## src/rtl/spi_target.sv

```systemverilog
// SPI target (mode 0, CPOL by parameter): oversamples SCK/nSS/MOSI on i_clk, receives MSB-first bytes, replies on MISO.
// Optional build macro SPI_TARGET_OVR_EN adds receive-overrun tracking on o_rx_ovr.
module spi_target #(
    parameter bit         CPOL        = 1'b0,
    parameter int         SYNC_STAGES = 2,
    parameter logic [7:0] IDLE_BYTE   = 8'hFF
) (
    input  logic       i_clk,
    input  logic       i_rst,
    input  logic       i_sck,
    input  logic       i_nss,
    input  logic       i_mosi,
    output logic       o_miso,
    output logic       o_miso_oe,
    output logic [7:0] o_rx_data,
    output logic       o_rx_valid,
    input  logic [7:0] i_tx_data,
    input  logic       i_tx_load,
    output logic       o_tx_full,
    output logic       o_busy,
    output logic       o_rx_ovr
);
    typedef enum logic [0:0] {ST_IDLE = 1'b0, ST_SHIFT = 1'b1} state_t;

    state_t                 r_state;
    logic [SYNC_STAGES-1:0] r_sck_sync;
    logic [SYNC_STAGES-1:0] r_nss_sync;
    logic [SYNC_STAGES-1:0] r_mosi_sync;
    logic                   r_sck_hist;
    logic                   r_nss_hist;
    logic [2:0]             r_bitcnt;
    logic [7:0]             r_rx_sr;
    logic [7:0]             r_tx_sr;
    logic [7:0]             r_hold;
    logic                   r_tx_full;
    logic                   r_miso;
    logic                   r_miso_oe;
    logic [7:0]             r_rx_data;
    logic                   r_rx_valid;

    logic       w_sck;
    logic       w_nss;
    logic       w_mosi;
    logic       w_sample;
    logic       w_shift;
    logic       w_nss_fall;
    logic       w_nss_rise;
    logic       w_byte_done;
    logic       w_sr_load;
    logic [7:0] w_next_tx;
    logic [7:0] w_rx_next;

    assign w_sck       = r_sck_sync[SYNC_STAGES-1];
    assign w_nss       = r_nss_sync[SYNC_STAGES-1];
    assign w_mosi      = r_mosi_sync[SYNC_STAGES-1];
    assign w_sample    = (r_sck_hist == CPOL) && (w_sck != CPOL);
    assign w_shift     = (r_sck_hist != CPOL) && (w_sck == CPOL);
    assign w_nss_fall  = r_nss_hist && !w_nss;
    assign w_nss_rise  = !r_nss_hist && w_nss;
    // Deselect in the same cycle as the 8th sample edge suppresses completion.
    assign w_byte_done = (r_state == ST_SHIFT) && !w_nss_rise && w_sample && (r_bitcnt == 3'd7);
    assign w_sr_load   = ((r_state == ST_IDLE) && w_nss_fall) || w_byte_done;
    assign w_next_tx   = r_tx_full ? r_hold : IDLE_BYTE;
    assign w_rx_next   = {r_rx_sr[6:0], w_mosi};

    // Input synchronisers and edge-detect history
    always_ff @(posedge i_clk) begin
        if (i_rst) begin
            r_sck_sync  <= {SYNC_STAGES{CPOL}};
            r_nss_sync  <= {SYNC_STAGES{1'b1}};
            r_mosi_sync <= {SYNC_STAGES{1'b0}};
            r_sck_hist  <= CPOL;
            r_nss_hist  <= 1'b1;
        end else begin
            r_sck_sync  <= {r_sck_sync[SYNC_STAGES-2:0], i_sck};
            r_nss_sync  <= {r_nss_sync[SYNC_STAGES-2:0], i_nss};
            r_mosi_sync <= {r_mosi_sync[SYNC_STAGES-2:0], i_mosi};
            r_sck_hist  <= w_sck;
            r_nss_hist  <= w_nss;
        end
    end

    // Transfer FSM, shift registers and reply holding register
    always_ff @(posedge i_clk) begin
        if (i_rst) begin
            r_state    <= ST_IDLE;
            r_bitcnt   <= 3'd0;
            r_rx_sr    <= 8'h00;
            r_tx_sr    <= 8'h00;
            r_hold     <= 8'h00;
            r_tx_full  <= 1'b0;
            r_miso     <= 1'b1;
            r_miso_oe  <= 1'b0;
            r_rx_data  <= 8'h00;
            r_rx_valid <= 1'b0;
        end else begin
            r_rx_valid <= 1'b0;
            case (r_state)
                ST_IDLE: begin
                    if (w_nss_fall) begin
                        r_state   <= ST_SHIFT;
                        r_bitcnt  <= 3'd0;
                        r_tx_sr   <= w_next_tx;
                        r_miso    <= w_next_tx[7];
                        r_miso_oe <= 1'b1;
                    end else begin
                        r_miso    <= 1'b1;
                        r_miso_oe <= 1'b0;
                    end
                end
                ST_SHIFT: begin
                    if (w_nss_rise) begin
                        r_state   <= ST_IDLE;
                        r_bitcnt  <= 3'd0;
                        r_miso    <= 1'b1;
                        r_miso_oe <= 1'b0;
                    end else if (w_sample) begin
                        r_rx_sr  <= w_rx_next;
                        r_bitcnt <= r_bitcnt + 3'd1;
                        if (r_bitcnt == 3'd7) begin
                            r_rx_data  <= w_rx_next;
                            r_rx_valid <= 1'b1;
                            r_tx_sr    <= w_next_tx;
                        end else begin
                            r_rx_data <= r_rx_data;
                        end
                    end else if (w_shift) begin
                        // bitcnt==0 here only right after a byte: present the freshly loaded MSB.
                        if (r_bitcnt != 3'd0) begin
                            r_miso  <= r_tx_sr[6];
                            r_tx_sr <= {r_tx_sr[6:0], 1'b0};
                        end else begin
                            r_miso <= r_tx_sr[7];
                        end
                    end else begin
                        r_state <= ST_SHIFT;
                    end
                end
                default: begin
                    r_state <= ST_IDLE;
                end
            endcase
            if (i_tx_load) begin
                r_hold    <= i_tx_data;
                r_tx_full <= 1'b1;
            end else if (w_sr_load) begin
                r_tx_full <= 1'b0;
            end else begin
                r_tx_full <= r_tx_full;
            end
        end
    end

    assign o_miso     = r_miso;
    assign o_miso_oe  = r_miso_oe;
    assign o_rx_data  = r_rx_data;
    assign o_rx_valid = r_rx_valid;
    assign o_tx_full  = r_tx_full;
    assign o_busy     = (r_state == ST_SHIFT) && (r_bitcnt != 3'd0);

`ifdef SPI_TARGET_OVR_EN
    logic r_unack;
    logic r_rx_ovr;

    // Overrun tracking: a TX_LOAD acknowledges the last received byte
    always_ff @(posedge i_clk) begin
        if (i_rst) begin
            r_unack  <= 1'b0;
            r_rx_ovr <= 1'b0;
        end else begin
            if (w_byte_done) begin
                r_unack <= 1'b1;
            end else if (i_tx_load) begin
                r_unack <= 1'b0;
            end else begin
                r_unack <= r_unack;
            end
            if (w_byte_done && r_unack) begin
                r_rx_ovr <= 1'b1;
            end else if (i_tx_load) begin
                r_rx_ovr <= 1'b0;
            end else begin
                r_rx_ovr <= r_rx_ovr;
            end
        end
    end

    assign o_rx_ovr = r_rx_ovr;
`else
    assign o_rx_ovr = 1'b0;
`endif

endmodule

```

## config.mk

```make
export PLATFORM = sky130hd
export DESIGN_NAME = spi_target
export DESIGN_NICKNAME = d
export VERILOG_FILES = /design/src/rtl/spi_target.sv
export SDC_FILE = /design/constraint.sdc
export NUM_CORES = 1
export LEC_CHECK = 0
export ABC_AREA = 1
export CAP_MARGIN = 40
export CORE_UTILIZATION = 56
export DETAILED_ROUTE_END_ITERATION = 12
export DONT_BUFFER_PORTS = 1
export PLACE_DENSITY = 0.71
export SYNTH_ARGS = -nofsm -noshare
export SYNTH_HDL_FRONTEND = slang
export SYNTH_SLANG_ARGS = --single-unit
```

## constraint.sdc

```tcl
create_clock -name i_clk -period 1.9 [get_ports i_clk]
set_clock_uncertainty 0.05 [all_clocks]
set_input_delay 0.57 -clock i_clk [delete_from_list [all_inputs] [get_ports i_clk]]
set_output_delay 0.57 -clock i_clk [all_outputs]
set_load 0.03 [all_outputs]
```

==> results of run 1 <==
## final cells by class
type                    instances  area [um^2]  share of cell area, %
well taps                      44         55.1                   2.61
multi-input cells             180          830                   39.3
repair buffers                 12         93.8                   4.45
inverters                      31          118                   5.57
clock buffers                   6         41.3                   1.96
clock inverters                 1         30.0                   1.42
flip-flops and latches         47          943                   44.7
## cells by family after synthesis
| kind of cell | after synthesis |
|---|---|
| DFF | 47 |
| adders and majority gates | 3 |
| and+or+nand+nor | 131 |
| AOI/OAI and AO/OA | 45 |
| other | 1 |
| buffers and inverters | 39 |
## through the flow
stage               utilization [%]  setup TNS, ns  setup WS [ns]
floorplan                         -              0          0.181
global placement               62.0              0          0.324
detailed placement             62.0              0          0.285
CTS                            66.6              0        0.00312
global route                   67.5      -0.000937      -0.000937
finish                         67.5              0         0.0401
## power groups by stage
stage,Clock (mW),Sequential (mW),Combinational [mW]
final,0.567,1.06,0.236
after global routing,0.612,1.07,0.270
after CTS,0.580,1.06,0.219
after detailed placement,0,1.08,0.171
after global placement,0,1.08,0.169
after floorplan,0,1.08,0.147
## worst paths after layout
check                  endpoint  cells after the start  slack (ns)
setup / recovery         o_busy                      6        0.04
hold / removal     o_rx_data[3]                      1        0.21
setup reg to reg         o_miso                     13        0.16
hold reg to reg   r_sck_sync[1]                      2        0.36
## timing repair
action                     CTS  global route
gates cloned                 0             0
pin swaps                    2             4
gates resized for setup      7             6
buffers inserted             8             2
setup endpoints to repair    1             2
hold buffers                 0             0
## critical path, delay by kind of cell, from the launching register on
kind                     cells  cell delay [ns]
adder cells (fa/ha/maj)      1             0.14
flip-flops                   1             0.37
buffers and inverters        3             0.23
AND/OR/NAND/NOR              2             0.15
## state kept, by name, indices dropped and copies added, names as in the netlist, 2 cells and up
| signal | cells |
|---|---|
| o_rx_data | 8 |
| r_rx_sr | 7 |
| r_mosi_sync | 2 |
| r_nss_sync | 2 |
| r_tx_sr | 8 |
| r_bitcnt | 3 |
| r_hold | 8 |
| r_sck_sync | 2 |
## cell usage after synthesis, types with 2 or more instances
master    number
a21oi_1       12
clkbuf_1       4
dfxtp_1       47
ha_1           3
inv_1         28
nand2_1       50
nand2_2        2
nand3_1        6
nor2_1        67
o21ai_0       31
or2_2          2
## per-layer routing
metal / vias up / GRT usage [%] / part of all wire [%]
met5: - / 0 / 0
met4: 0 / 8.97 / 1.7
met3: 7 / 6.49 / 5.5
met2: 37 / 32.0 / 42
met1: 687 / 32.0 / 51
li1: 841 / - / -
==> metrics.md, run 1 <==
| Metric | Value |
|---|---|
| Status | finished clean |
| Layout cells sized above 1 | between 10% and 20% |
| DP HPWL | 2.30 mm |
| Type of the most critical hold path | in2reg |
| Via Count | approximately 1600 |
| NumNets Final | approximately 300 |
| Core area | about 3100 um^2 |
| Post-Synth Simple-Gate Area | 28.0% |
| Io pins | 28 |
| Number of max-cap violations | 0 |
| Leakage | 0.983 nW |
| Pwr Density | 883 nW/um^2 |
| Syn Std Cell Area | 1900 um^2 |
| Placed cell count | approximately 310 |
| GP Congestion | 0.832 |
| Clock share of power | 30.4% |
| RSZ-0062 raised after global routing | true |
| Post-synth top area share | 49.4% |
| Fillers | ~280 |
| Crit path launch type | flip-flop |
| Gr usage total | roughly 23% |
| Initial drt markers | about 120 |
| Ys async rst share | 0% |
| Wire per inst | between 10 and 15 um |
| Fin. Hold Viols | 0 |
| CTS sink cnt | 47 |
| Mapped Cells | between 200 and 300 |
| Hold WS | about 0.21 ns |
| Final std cells w/o fill | roughly 320 |
| Internal Power | 1.41 mW |
| Antenna Nets Post-Route | 0 |
| VDD IR-drop max | 0.648 mV |
| Commonest cells after routing, fill and taps aside | nor2_1, nand2_1, dfxtp_1 |
| DR pass1 iterations | 4 |
| FP Rows | 20 |
| Source of the worst register-to-register timing path | r_bitcnt[1] |
| Antenna cells | 0 |
| Clock Tree Buf Depth | 2 |
| # port buffers | 0 |
| Vias per Instance | ~5 |
| GRT overflow | 0 |
| Mux contribution to synthesized area | 0% |
| WS Path Type | reg2out |
| Largest net degree at the start of global routing | 18 |
| Final min period | approximately 1.9 ns |
| Total wire length | about 3.6 mm |
| Post-synthesis xor/xnor area fraction | 0% |
| CTS tree | built |
| Skew-Pair Late Insertion Delay | ~0.36 ns |
| Hold Crit Start | i_rst |
| Compound-Gate Fraction of Synth Area | around 12% |
| Syn Area/Cell | 7.16 um^2 |
| Synth top area cells | dfxtp_1, nor2_1, nand2_1, o21ai_0, inv_1 |
| CP startpoint | r_bitcnt[1] |
| Crit. End Element | output pin |
| Pins Over Slew Limit | 0 |
| Die Height | between 60 and 70 um |
| Die X | 60.3 um |
| DP Area | ~1900 um^2 |
| Finished Cell Area | about 2100 um^2 |
| CTS HTree Levels | 2 |
| Yosys top cell by area | dfxtp_1 |
| EDFF count, synth | 0 |
| Sequential fraction of the synthesis area | approximately 49% |
| Worst path arrival time | 1.24 ns |
| Crit share post-route | between 90% and 100% |
| Area growth, synth to finish | 10.8% |
| CP Cell Sequence | inv_2 > ha_4 > nand2_2 > inv_2 > nor2_4 > buf_6 |
| Power Total | between 1.5 and 2 mW |
| Switching portion of total power | about a quarter |
| FMAX | 538 MHz |
| Num CTS Buffers | 5 |
| Post-synth top flop | dfxtp_1 |
| Post-synthesis register bit count | 47 |
| Die ar. | 3640 um^2 |
| Root buffer cell | clkbuf_4 |
| Clock transition at path regs | approximately 0.13 ns |
| Psw | about 0.46 mW |
| Post-synthesis net count | approximately 280 |
| Slowest-stage cell, CP | dfxtp_2 |
| Initial antenna violation count | 0 |
| YS warnings | 0 |
| Vias in the first global route | about 1400 |
| Crit-path max FO | 3 |
| Largest family of logic cells by synthesized area | simple AND/OR/NAND/NOR gates |
| First-pass GRT wire length | approximately 6 mm |
| DR DRC count | 0 |
| Final Setup Violations | 0 |
| Initial Util | 60.9% |
| Comb pwr share | approximately an eighth |
| Flop pwr share | 56.9% |
| Synth unique cells | 25 |
| Slowest Stage Delay on Critical Path | between 0.3 and 0.4 ns |
| CP Data Required Time | between 1 and 1.5 ns |
| Adder-Cell Fraction of Synth Area | between 1.5 and 2% |
| Commonest non-fill, non-tap cell in the layout | nor2_1 |
| CP dominant cell by count | inv_2 |
(Power assumes the default switching activity.)
==> run 2, diff against run 1 <==
- CELL_PAD_IN_SITES_DETAIL_PLACEMENT: not set -> 0
- CELL_PAD_IN_SITES_GLOBAL_PLACEMENT: not set -> 1
- CORE_UTILIZATION: 56 -> 40
- PLACE_DENSITY: 0.71 -> not set
- PLACE_DENSITY_LB_ADDON: not set -> 0.1
==> metrics.md, run 2 (synthesized netlist as in run 1, its figures left out) <==
| Metric | Value |
|---|---|
| Initial antenna violation count | 0 (unchanged) |
| First-pass GRT wire length | 6.60 mm (+9.5%) |
| CTS HTree Levels | 2 (unchanged) |
| Crit share post-route | 96.1% (-1.7 points) |
| Crit-path max FO | 3 (unchanged) |
| DP HPWL | 2.54 mm (+10%) |
| Skew-Pair Late Insertion Delay | 0.30 ns (-0.06 ns) |
| Type of the most critical hold path | in2reg |
| Finished Cell Area | 2130 um^2 (+1.0%) |
| CTS sink cnt | 47 (unchanged) |
| Gr usage total | 16.8% (-5.7 points) |
| Total wire length | 3.71 mm (+3.7%) |
| Initial drt markers | 103 (-12%) |
| Register area | 943 um^2 (unchanged) |
| Die X | 71 um (+18%) |
| Crit path launch type | flip-flop |
| Pre-CTS setup slack | 0.275 ns (-0.00938 ns) |
| Fin Setup TNS | 0 ns (unchanged) |
| Status | finished, violations left |
| FMAX | 547 MHz (+1.8%) |
| Pwr Density | 990 nW/um^2 (+12%) |
| Commonest non-fill, non-tap cell in the layout | nor2_1 |
| Antenna Nets Post-Route | 0 (unchanged) |
| Final WS setup | 0.0733 ns (+0.0332 ns) |
| Wire per inst | 11.5 um (+3.1%) |
| Die Height | 71 um (+18%) |
| DR pass1 iterations | 8 (+4) |
| Crit. End Element | output pin |
| Antenna cells | 0 (unchanged) |
| Pins Over Slew Limit | 0 (unchanged) |
| DP Area | 1960 um^2 (+1.2%) |
| NumNets Final | 287 (-2.4%) |
| Fin. Hold Viols | 0 (unchanged) |
| DR DRC count | 3 (+3) |
| Multi-input gate area | 816 um^2 (-1.7%) |
| Area growth, synth to finish | 12.0% |
| Initial Util | 42.6% (-18 points) |
| GP Congestion | 0.764 (-8.2%) |
| Vias per Instance | 4.78 (-2.3%) |
| CP Data Required Time | 1.28 ns (about the same) |
| Vias in the first global route | 1447 (+5.7%) |
| CTS tree | built |
| Layout cells sized above 1 | 10.3% (-3.0 points) |
| Root buffer cell | clkbuf_8 |
| FP Rows | 24 (+20%) |
| Failing checks | DRC |
| Worst path arrival time | 1.21 ns (-0.03 ns) |
| Clock Tree Buf Depth | 2 (unchanged) |
| Fillers | 478 (+70%) |
| Number of max-cap violations | 0 (unchanged) |
| Leakage | 0.980 nW (-0.25%) |
| Commonest cells after routing, fill and taps aside | nor2_1, nand2_1, dfxtp_1 |
| Io pins | 28 (unchanged) |
| Clock transition at path regs | 0.09 ns (-0.04 ns) |
| GRT overflow | 0 (unchanged) |
| Num CTS Buffers | 5 (unchanged) |
| Core area | 4470 um^2 (+43%) |
| Via Count | 1545 (-1.7%) |
| Final Setup Violations | 0 (unchanged) |
| # port buffers | 0 (unchanged) |
| WS Path Type | reg2out |
| Largest net degree at the start of global routing | 29 (+11) |
| VDD IR-drop max | 0.498 mV (-23%) |
| Die ar. | 5040 um^2 (+39%) |
| RSZ-0062 raised after global routing | false |
| Power Total | 2.11 mW (+13%) |
| Final min period | 1.83 ns (-0.0332 ns) |
[run 2: layer usage]
layer | global-route usage (%) | up-vias | part of all wire, %
met2 | 26.2 | 28 | 43
met1 | 21.5 | 685 | 51
met5 | 0 | - | 0
met3 | 4.99 | 5 | 4.5
li1 | - | 827 | -
met4 | 7.78 | 0 | 1.6
[run 2: power breakdown]
group / internal [mW] / switching [mW]
Clock: 0.524 / 0.339
Sequential: 1.03 / 0.0255
Combinational: 0.0681 / 0.121
[run 2: final timing paths]
check	slack, ns	start	depth (start not counted)	to
setup / recovery	0.07	r_bitcnt[0]	6	o_busy
hold / removal	0.28	i_rst	1	o_miso_oe
setup reg to reg	0.24	r_bitcnt[0]	11	r_tx_sr[3]
hold reg to reg	0.36	r_sck_sync[0]	2	r_sck_sync[1]
[run 2: worst max-delay path, stage by stage, from the launching register on]
cell     delay [ns]
dfxtp_2        0.33
inv_1          0.04
ha_1           0.19
nand2_2        0.07
inv_2          0.04
nor2_2         0.09
buf_6          0.14
[run 2: through the flow]
step / std cells / hold slack [ns] / util (%)
after floorplan: 266 / 0.338 / -
after global placement: 313 / 0.341 / 43.8
after detailed placement: 313 / 0.349 / 43.8
after CTS: 323 / 0.259 / 47.3
after global routing: 323 / 0.254 / 47.7
final: 323 / 0.275 / 47.7
[run 2: area by class of cell]
class	instances	share of cell area [%]
Sequential cell	47	44.2
Inverter	31	5.52
Tap cell	52	3.05
Multi-Input combinational cell	180	38.3
Clock inverter	3	3.17
Clock buffer	5	3.23
Timing Repair Buffer	5	2.52
[run 2: what timing repair did]
action                     4_1_cts  5_1_grt
buffers inserted                 2        0
hold buffers                     0        0
resized for setup                4        3
setup endpoints to repair        1        4
pin swaps                        2        1
==> run 3, diff against run 2 <==
- CELL_PAD_IN_SITES_DETAIL_PLACEMENT: 0 -> 1
==> metrics.md, run 3 (synthesized netlist as in run 1, its figures left out) <==
| Metric | Value |
|---|---|
| NumNets Final | 287 (unchanged) |
| Crit-path max FO | 3 (unchanged) |
| Initial Util | 42.6% (unchanged) |
| Fin Setup TNS | 0 ns (unchanged) |
| VDD IR-drop max | 0.453 mV (-8.9%) |
| Via Count | 1585 (+2.6%) |
| Die Height | 71 um (unchanged) |
| Antenna cells | 0 (unchanged) |
| Failing checks | DRC |
| DR pass1 iterations | 9 (+1) |
| CP Data Required Time | 1.28 ns (about the same) |
| Leakage | 0.955 nW (-2.6%) |
| DP HPWL | 2.78 mm (+9.4%) |
| Total wire length | 4.07 mm (+9.6%) |
| Antenna Nets Post-Route | 0 (unchanged) |
| Area growth, synth to finish | 9.40% |
| Die X | 71 um (unchanged) |
| Type of the most critical hold path | in2reg |
| Wire per inst | 12.6 um (+9.6%) |
| FMAX | 544 MHz (-0.71%) |
| DP Area | 1960 um^2 (unchanged) |
| Skew-Pair Late Insertion Delay | 0.30 ns (about the same) |
| Power Total | 1.88 mW (-11%) |
| Crit. End Element | output pin |
| Final Setup Violations | 0 (unchanged) |
| FP Rows | 24 (unchanged) |
| Largest net degree at the start of global routing | 29 (unchanged) |
| Root buffer cell | clkbuf_8 |
| Core area | 4470 um^2 (unchanged) |
| GRT overflow | 0 (unchanged) |
| First-pass GRT wire length | 6.98 mm (+5.7%) |
| Fillers | 582 (+22%) |
| CTS sink cnt | 47 (unchanged) |
| Die ar. | 5040 um^2 (unchanged) |
| Finished Cell Area | 2080 um^2 (-2.3%) |
| WS Path Type | reg2out |
| Gr usage total | 17.7% (+0.87 points) |
| Io pins | 28 (unchanged) |
| Commonest non-fill, non-tap cell in the layout | nor2_1 |
| Final WS setup | 0.0602 ns (-0.0131 ns) |
| Vias in the first global route | 1511 (+4.4%) |
| Final min period | 1.84 ns (+0.0131 ns) |
| Initial drt markers | 101 (-1.9%) |
| Fin. Hold Viols | 0 (unchanged) |
| Pre-CTS setup slack | 0.257 ns (-0.0178 ns) |
| Clock transition at path regs | 0.09 ns (about the same) |
| Crit path launch type | flip-flop |
| CTS Hold Bufs | 0 (unchanged) |
| # port buffers | 0 (unchanged) |
| Number of max-cap violations | 0 (unchanged) |
| Num CTS Buffers | 5 (unchanged) |
| CTS HTree Levels | 2 (unchanged) |
| Fin util | 46.6% (-1.1 points) |
| Layout cells sized above 1 | 10.7% (+0.37 points) |
| GP Congestion | 0.764 (unchanged) |
| Initial antenna violation count | 0 (unchanged) |
| Vias per Instance | 4.91 (+2.6%) |
| Worst path arrival time | 1.22 ns (about the same) |
| DR DRC count | 3 (unchanged) |
| CTS tree | built |
| Pins Over Slew Limit | 0 (unchanged) |
| Crit share post-route | 96.8% (+0.69 points) |
| Status | finished, violations left |
| Clock Tree Buf Depth | 2 (unchanged) |
| Commonest cells after routing, fill and taps aside | nor2_1, nand2_1, dfxtp_1 |
| Pwr Density | 902 nW/um^2 (-8.9%) |
run 3: cell types whose count changed in the layout (fill, tap and decap cells not counted), sizes merged:
cell and change:
clkinvlp +1, inv +1, bufinv -2
run 3: metrics by stage:
step	hold WS (ns)	instances
2_1_floorplan	0.338	266
3_3_place_gp	0.341	313
3_5_place_dp	0.348	313
4_1_cts	0.255	323
5_1_grt	0.245	323
6_report	0.270	323
run 3: repair_timing:
action                     in CTS  in global routing
gates resized for setup         4                  3
setup endpoints to repair       1                  1
pin swaps                       2                  2
setup buffers                   2                  0
run 3: per-layer routing:
metal / vias up / share of wire, % / track usage (%)
li1: 825 / - / -
met1: 728 / 51 / 23.3
met2: 28 / 45 / 28.7
met3: 4 / 3.7 / 3.99
met4: 0 / 1.0 / 6.00
met5: - / 0 / 0
run 3: layout make-up:
class	count	area, um^2	area share (%)
well taps	52	65.1	3.12
clock buffers	5	68.8	3.30
flip-flops and latches	47	943	45.3
clock inverters	3	23.8	1.14
repair buffers	5	53.8	2.58
multi-input cells	180	811	38.9
inverters	31	118	5.65
run 3: worst max-delay path, stage by stage, from the launching register on:
cell,delay (ns)
dfxtp_2,0.34
inv_1,0.04
ha_2,0.18
nand2_2,0.08
inv_2,0.05
nor2_2,0.10
buf_6,0.14
run 3: path summary, 6_finish.rpt:
kind / start / slack [ns] / cells after the start / end
max reg2reg: r_bitcnt[0] / 0.18 / 11 / r_tx_sr[0]
min: i_rst / 0.27 / 1 / o_miso_oe
max: r_bitcnt[0] / 0.06 / 6 / o_busy
min reg2reg: r_sck_sync[0] / 0.36 / 2 / r_sck_sync[1]
run 3: where the power goes:
group | total [mW] | leakage (nW) | internal, mW | switching [mW]
clock | 0.624 | 0.0408 | 0.264 | 0.361
combinational | 0.197 | 0.528 | 0.0687 | 0.128
sequential | 1.06 | 0.386 | 1.03 | 0.0259
